$ cat src/rtl/wb_pkg.sv
// ============================================================================
// wb_pkg : shared constants for the write-back stage (state codes, widths,
//          result-source selects).                               Rev 1.0
// ============================================================================
`default_nettype none

package wb_pkg;

  localparam int DEF_DATA_W      = 16;
  localparam int DEF_REG_AW      = 3;
  localparam int DEF_MEM_TIMEOUT = 15;

  localparam int               ST_W        = 1;
  localparam logic [ST_W-1:0]  ST_RUN      = 1'b0;
  localparam logic [ST_W-1:0]  ST_WAIT_MEM = 1'b1;

  localparam int               SRC_W    = 2;
  localparam logic [SRC_W-1:0] SRC_ALU  = 2'd0;
  localparam logic [SRC_W-1:0] SRC_MEM  = 2'd1;
  localparam logic [SRC_W-1:0] SRC_LINK = 2'd2;

endpackage

`default_nettype wire

$ cat src/rtl/wb_timeout_counter.sv
// ============================================================================
// wb_timeout_counter : counts WAIT_MEM cycles; tc flags MEM_TIMEOUT-1.
//                                                                 Rev 1.0
// ============================================================================
`default_nettype none

module wb_timeout_counter
  import wb_pkg::*;
#(
  parameter int MEM_TIMEOUT = DEF_MEM_TIMEOUT
) (
  input  logic clock,
  input  logic reset,
  input  logic clear,
  input  logic enable,
  output logic tc
);

  localparam int               CNT_W  = (MEM_TIMEOUT > 1) ? $clog2(MEM_TIMEOUT) : 1;
  localparam logic [CNT_W-1:0] TC_VAL = CNT_W'(MEM_TIMEOUT - 1);

  logic [CNT_W-1:0] cnt_q;
  logic [CNT_W-1:0] cnt_d;

  always_comb begin
    cnt_d = cnt_q;
    if (clear) begin
      cnt_d = '0;
    end else if (enable) begin
      cnt_d = cnt_q + CNT_W'(1);
    end
  end

  always_ff @(posedge clock or posedge reset) begin
    if (reset) begin
      cnt_q <= '0;
    end else begin
      cnt_q <= cnt_d;
    end
  end

  assign tc = (cnt_q == TC_VAL);

endmodule

`default_nettype wire

$ cat src/rtl/wb_stage.sv
// ============================================================================
// wb_stage : MEM/WB pipeline register and write-back sequencer.
//            Optional macro WB_R0_HARDWIRED_EN suppresses writes to r0. Rev 1.0
// ============================================================================
`default_nettype none

module wb_stage
  import wb_pkg::*;
#(
  parameter int DATA_W      = DEF_DATA_W,
  parameter int REG_AW      = DEF_REG_AW,
  parameter int MEM_TIMEOUT = DEF_MEM_TIMEOUT
) (
  input  logic              clock,
  input  logic              reset,
  input  logic              in_valid,
  input  logic              in_regWrite,
  input  logic              in_memToReg,
  input  logic              in_link,
  input  logic [REG_AW-1:0] in_rd,
  input  logic [DATA_W-1:0] in_alu,
  input  logic [DATA_W-1:0] in_pc4,
  input  logic              mem_rvalid,
  input  logic [DATA_W-1:0] mem_rdata,
  output logic [DATA_W-1:0] WB,
  output logic [REG_AW-1:0] WriteRegister,
  output logic              regWrite,
  output logic              stall,
  output logic              mem_err,
  output logic [15:0]       retired
);

  logic [ST_W-1:0]   state_q, state_d;
  logic [REG_AW-1:0] pend_rd_q, pend_rd_d;
  logic              pend_we_q, pend_we_d;
  logic [DATA_W-1:0] wb_q, wb_d;
  logic [REG_AW-1:0] waddr_q, waddr_d;
  logic              we_q, we_d;
  logic              mem_err_q, mem_err_d;
  logic [15:0]       retired_q, retired_d;

  logic              is_load;
  logic              complete;
  logic [SRC_W-1:0]  src_sel;
  logic [REG_AW-1:0] cmp_rd;
  logic              cmp_we;
  logic [DATA_W-1:0] result;
  logic              r0_ok;
  logic              cnt_clear;
  logic              cnt_en;
  logic              cnt_tc;

  // A link instruction never waits on memory, even if memToReg is also set.
  assign is_load = in_memToReg & ~in_link;

  wb_timeout_counter #(
    .MEM_TIMEOUT (MEM_TIMEOUT)
  ) u_timeout (
    .clock  (clock),
    .reset  (reset),
    .clear  (cnt_clear),
    .enable (cnt_en),
    .tc     (cnt_tc)
  );

  always_ff @(posedge clock or posedge reset) begin
    if (reset) begin
      state_q <= ST_RUN;
    end else begin
      state_q <= state_d;
    end
  end

  always_comb begin
    state_d = state_q;
    case (state_q)
      ST_RUN:      if (in_valid && is_load) state_d = ST_WAIT_MEM;
      ST_WAIT_MEM: if (mem_rvalid || cnt_tc) state_d = ST_RUN;
      default:     state_d = ST_RUN;
    endcase
  end

  always_comb begin
    complete  = 1'b0;
    src_sel   = SRC_ALU;
    cmp_rd    = in_rd;
    cmp_we    = in_regWrite;
    pend_rd_d = pend_rd_q;
    pend_we_d = pend_we_q;
    cnt_clear = 1'b0;
    cnt_en    = 1'b0;
    mem_err_d = mem_err_q;
    case (state_q)
      ST_RUN: begin
        if (in_valid) begin
          if (is_load) begin
            pend_rd_d = in_rd;
            pend_we_d = in_regWrite;
            cnt_clear = 1'b1;
          end else begin
            complete = 1'b1;
            src_sel  = in_link ? SRC_LINK : SRC_ALU;
          end
        end
      end
      ST_WAIT_MEM: begin
        // Read data wins over the timeout on the terminal cycle.
        if (mem_rvalid) begin
          complete = 1'b1;
          src_sel  = SRC_MEM;
          cmp_rd   = pend_rd_q;
          cmp_we   = pend_we_q;
        end else if (cnt_tc) begin
          mem_err_d = 1'b1;
        end else begin
          cnt_en = 1'b1;
        end
      end
      default: ;
    endcase
  end

  always_comb begin
    case (src_sel)
      SRC_LINK: result = in_pc4;
      SRC_MEM:  result = mem_rdata;
      default:  result = in_alu;
    endcase
  end

`ifdef WB_R0_HARDWIRED_EN
  assign r0_ok = (cmp_rd != '0);
`else
  assign r0_ok = 1'b1;
`endif

  assign wb_d      = complete ? result : wb_q;
  assign waddr_d   = complete ? cmp_rd : waddr_q;
  assign we_d      = complete & cmp_we & r0_ok;
  assign retired_d = complete ? (retired_q + 16'd1) : retired_q;

  always_ff @(posedge clock or posedge reset) begin
    if (reset) begin
      pend_rd_q <= '0;
      pend_we_q <= 1'b0;
      wb_q      <= '0;
      waddr_q   <= '0;
      we_q      <= 1'b0;
      mem_err_q <= 1'b0;
      retired_q <= '0;
    end else begin
      pend_rd_q <= pend_rd_d;
      pend_we_q <= pend_we_d;
      wb_q      <= wb_d;
      waddr_q   <= waddr_d;
      we_q      <= we_d;
      mem_err_q <= mem_err_d;
      retired_q <= retired_d;
    end
  end

  assign WB            = wb_q;
  assign WriteRegister = waddr_q;
  assign regWrite      = we_q;
  assign stall         = (state_q == ST_WAIT_MEM);
  assign mem_err       = mem_err_q;
  assign retired       = retired_q;

endmodule

`default_nettype wire
$ cat config.mk
export PLATFORM = sky130hd
export DESIGN_NAME = wb_stage
export DESIGN_NICKNAME = d
export VERILOG_FILES = /design/src/rtl/wb_pkg.sv /design/src/rtl/wb_timeout_counter.sv /design/src/rtl/wb_stage.sv
export SDC_FILE = /design/constraint.sdc
export NUM_CORES = 1
export LEC_CHECK = 0
export CORE_MARGIN = 2
export CORE_UTILIZATION = 30
export CTS_BUF_LIST = sky130_fd_sc_hd__clkbuf_4
export CTS_CLUSTER_SIZE = 40
export DETAILED_ROUTE_END_ITERATION = 6
export GPL_TIMING_DRIVEN = 0
export PLACE_DENSITY = 0.59
export SLEW_MARGIN = 20
export SYNTH_ARGS = -nofsm -noshare
export SYNTH_HDL_FRONTEND = slang
export SYNTH_HIERARCHICAL = 1
export SYNTH_SLANG_ARGS = --single-unit
$ cat constraint.sdc
create_clock -name clock -period 2.23 [get_ports clock]
set_input_delay 0.3345 -clock clock [delete_from_list [all_inputs] [get_ports clock]]
set_output_delay 0.3345 -clock clock [all_outputs]
set_load 0.03 [all_outputs]
==> reports/results.tsv <==
metric	value	unit
Worst VDD drop	0.358	mV
Post-Syn Nets	277	
Reg clk slew, reported paths	0.14	ns
core area	0.00725	mm²
LEAKAGE	1.45	nW
Met2 Routed Length	2870	µm
Period Utilization, post-route	83.8	%
fillers	720	
Yosys cell types	36	
Tightest Pin Transition	0.524	ns
antenna-violating nets left	0	
DR top layer	met4	
Final Max Slew Viols	0	
worst-skew pair later-pin latency	0.35	ns
CTS Hold Bufs	0	
antenna fix cells	0	
final hold violation count	0	
Yosys warnings	6	
first-pass GRT wire length	9600	µm
Max Cap Viol	0	
Post-synth ARST share	100	%
most frequent cells in the layout	95 x clkdlybuf4s50_1, 46 x dfrtp_1, 30 x nand2_1	
synthesized flop and latch total	46	
register area share after synthesis	51.2	%
Die H	90.5	µm
Mapped Cells	216	
CP max stage delay	0.71	ns
Cell Pwr Density	758	mW/mm²
setup ws final	0.361	ns
initial core utilization	31.0	%
clk sinks	46	
number of global-route vias before repair	1922	
CTS tree	yes	
fmax	0.535	GHz
Hold Path Class	in2async	
worst path buffer plus inverter count	1	
Clock Path Buffers	2	
crit-path max FO	6	
via count	1971	
largest net degree at the start of global routing	23	
GRT Resource Usage Total	14.5	%
CP delay by family, top	buffers and inverters	
post-place setup slack	0.269	ns
number of enable flip-flop cells after synthesis	0	
grt total ovfl	0	
first-pass iteration count of the detailed router	4	
IO Port Bufs	95	
Crit path depth	1	
critical path class	reg2out	
Layout Skew	0.00752	ns
postcts setup bufs	0	
H-Tree Depth	2	
DPL Wire Length	4570	µm
CP Data Arrival Time	1.53	ns
area grow syn2layout	51.4	%
Met1 Routed Length	2680	µm
crit path cell chain	clkdlybuf4s50_1	
CTS resizes	0	
Post-synth top flop	dfrtp_1	
routed length per instance	14.2	µm
outcome	finished, final reports clean	
Worst R2R Path Depth	6	
RSZ-0062 raised after global routing	no	
DRC Markers	0	
Critical Path RT	1.90	ns
initial antenna violation count	0	
Root Driver	clkbuf_4	
layout cells sized above 1	8.75	%
Crit-path slowest cell	clkdlybuf4s50_1	
DRT Wirelength	5960	µm
Final Critical Period	1.87	ns
relative slew slack	65.0	%
Die Span X	90.5	µm
final setup violation count	0	
DR WL met3	329	µm
CP Launch Type	flip-flop	
die area	0.00820	mm²
synthesized cell area	0.00225	mm²
Finished Core Util	46.9	%
Mean Syn Cell Area	10.4	µm²
leading cell type in the layout, fill and taps excluded	clkdlybuf4s50_1	
CP Capture Type	primary output	
Total Nets Final	380	
io pins	96	
# rows	31	
total CTS buffers	5	
Final GP Congestion	0.769	
DR iter-0 viols	53	
drt via density	4.70	
-- kinds of logic (layout without fill, tap and decap cells) --
kind of cell | after synthesis | count (layout) | share of synthesized area [%]
adder cells (fa/ha/maj) | 3 | 3 | 1.67
AO/OA/AOI/OAI | 47 | 47 | 15.3
AND/OR/NAND/NOR | 81 | 81 | 17.5
flip-flops | 46 | 46 | 51.2
multiplexers | 9 | 9 | 4.68
buffers and inverters | 14 | 118 | 3.40
XOR/XNOR | 16 | 16 | 6.24
-- report_power, final --
part	switching [W]	internal, W	total [W]
Clock	0.000266	0.000131	0.000398
Combinational	0.000546	0.000490	0.00104
Sequential	0.000143	0.00100	0.00115
-- state kept, by name, indices dropped and copies added, names as in the netlist --
register and count:
WB 16, WriteRegister 3, mem_err 1, pend_rd_q 3
pend_we_q 1, regWrite 1, retired 16, stall 1
u_timeout/cnt_q 4
-- metrics by stage --
step,hold slack (ns),total power (W),cells,TNS (ns),instance area [µm²]
final,0.206,0.00258,419,0,3400
after global routing,0.186,0.00275,419,0,3400
after CTS,0.189,0.00262,419,0,3400
after detailed placement,0.445,0.00221,411,0,3350
after global placement,0.453,0.00219,410,-5.33,3320
after floorplan,0.101,0.00173,216,0,2250
-- synth_stat cells, types with 2 or more instances --
master | instances | share of area [%]
xor2_1 | 5 | 1.9
o21ai_1 | 4 | 0.89
a31oi_1 | 15 | 4.2
and3_1 | 4 | 1.1
nand3_1 | 4 | 0.89
xnor2_1 | 11 | 4.3
nor2_2 | 2 | 0.56
ha_1 | 3 | 1.7
nand4_1 | 7 | 1.9
and4_1 | 2 | 0.78
nand2_1 | 30 | 5.0
nor3_1 | 3 | 0.67
buf_2 | 7 | 1.6
a21oi_1 | 2 | 0.45
mux2_1 | 8 | 4.0
buf_4 | 2 | 0.67
a22oi_1 | 20 | 6.7
dfrtp_1 | 46 | 51
nor2_1 | 21 | 3.5
inv_1 | 4 | 0.67
-- cell type report --
type | instances | area (µm²) | share of cell area, %
clock inverter | 2 | 8.76 | 0.257
tap | 99 | 124 | 3.64
multi-input combinational | 156 | 1020 | 30.0
inverter | 4 | 15.0 | 0.441
buffer | 10 | 61.3 | 1.80
timing repair buffer | 96 | 978 | 28.8
sequential | 46 | 1150 | 33.8
clock buffer | 6 | 45.0 | 1.32
-- per-layer routing --
layer / up-vias / GRT usage (%)
met5: - / 0
met4: 0 / 4.10
met3: 7 / 3.34
met1: 922 / 19.1
li1: 983 / -
met2: 59 / 23.9
-- path summary, 6_finish.rpt --
path,from,to,slack (ns)
max,retired[0],retired[0],0.36
max in group asynchronous,reset,retired[4],1.39
min,reset,u_timeout/cnt_q[0],0.21
max reg2reg,u_timeout/cnt_q[0],u_timeout/cnt_q[3],0.44
min in group clock,retired[15],retired[15],0.48
min reg2reg,retired[15],retired[15],0.48
Note: power is estimated with default switching activity, not from simulation.
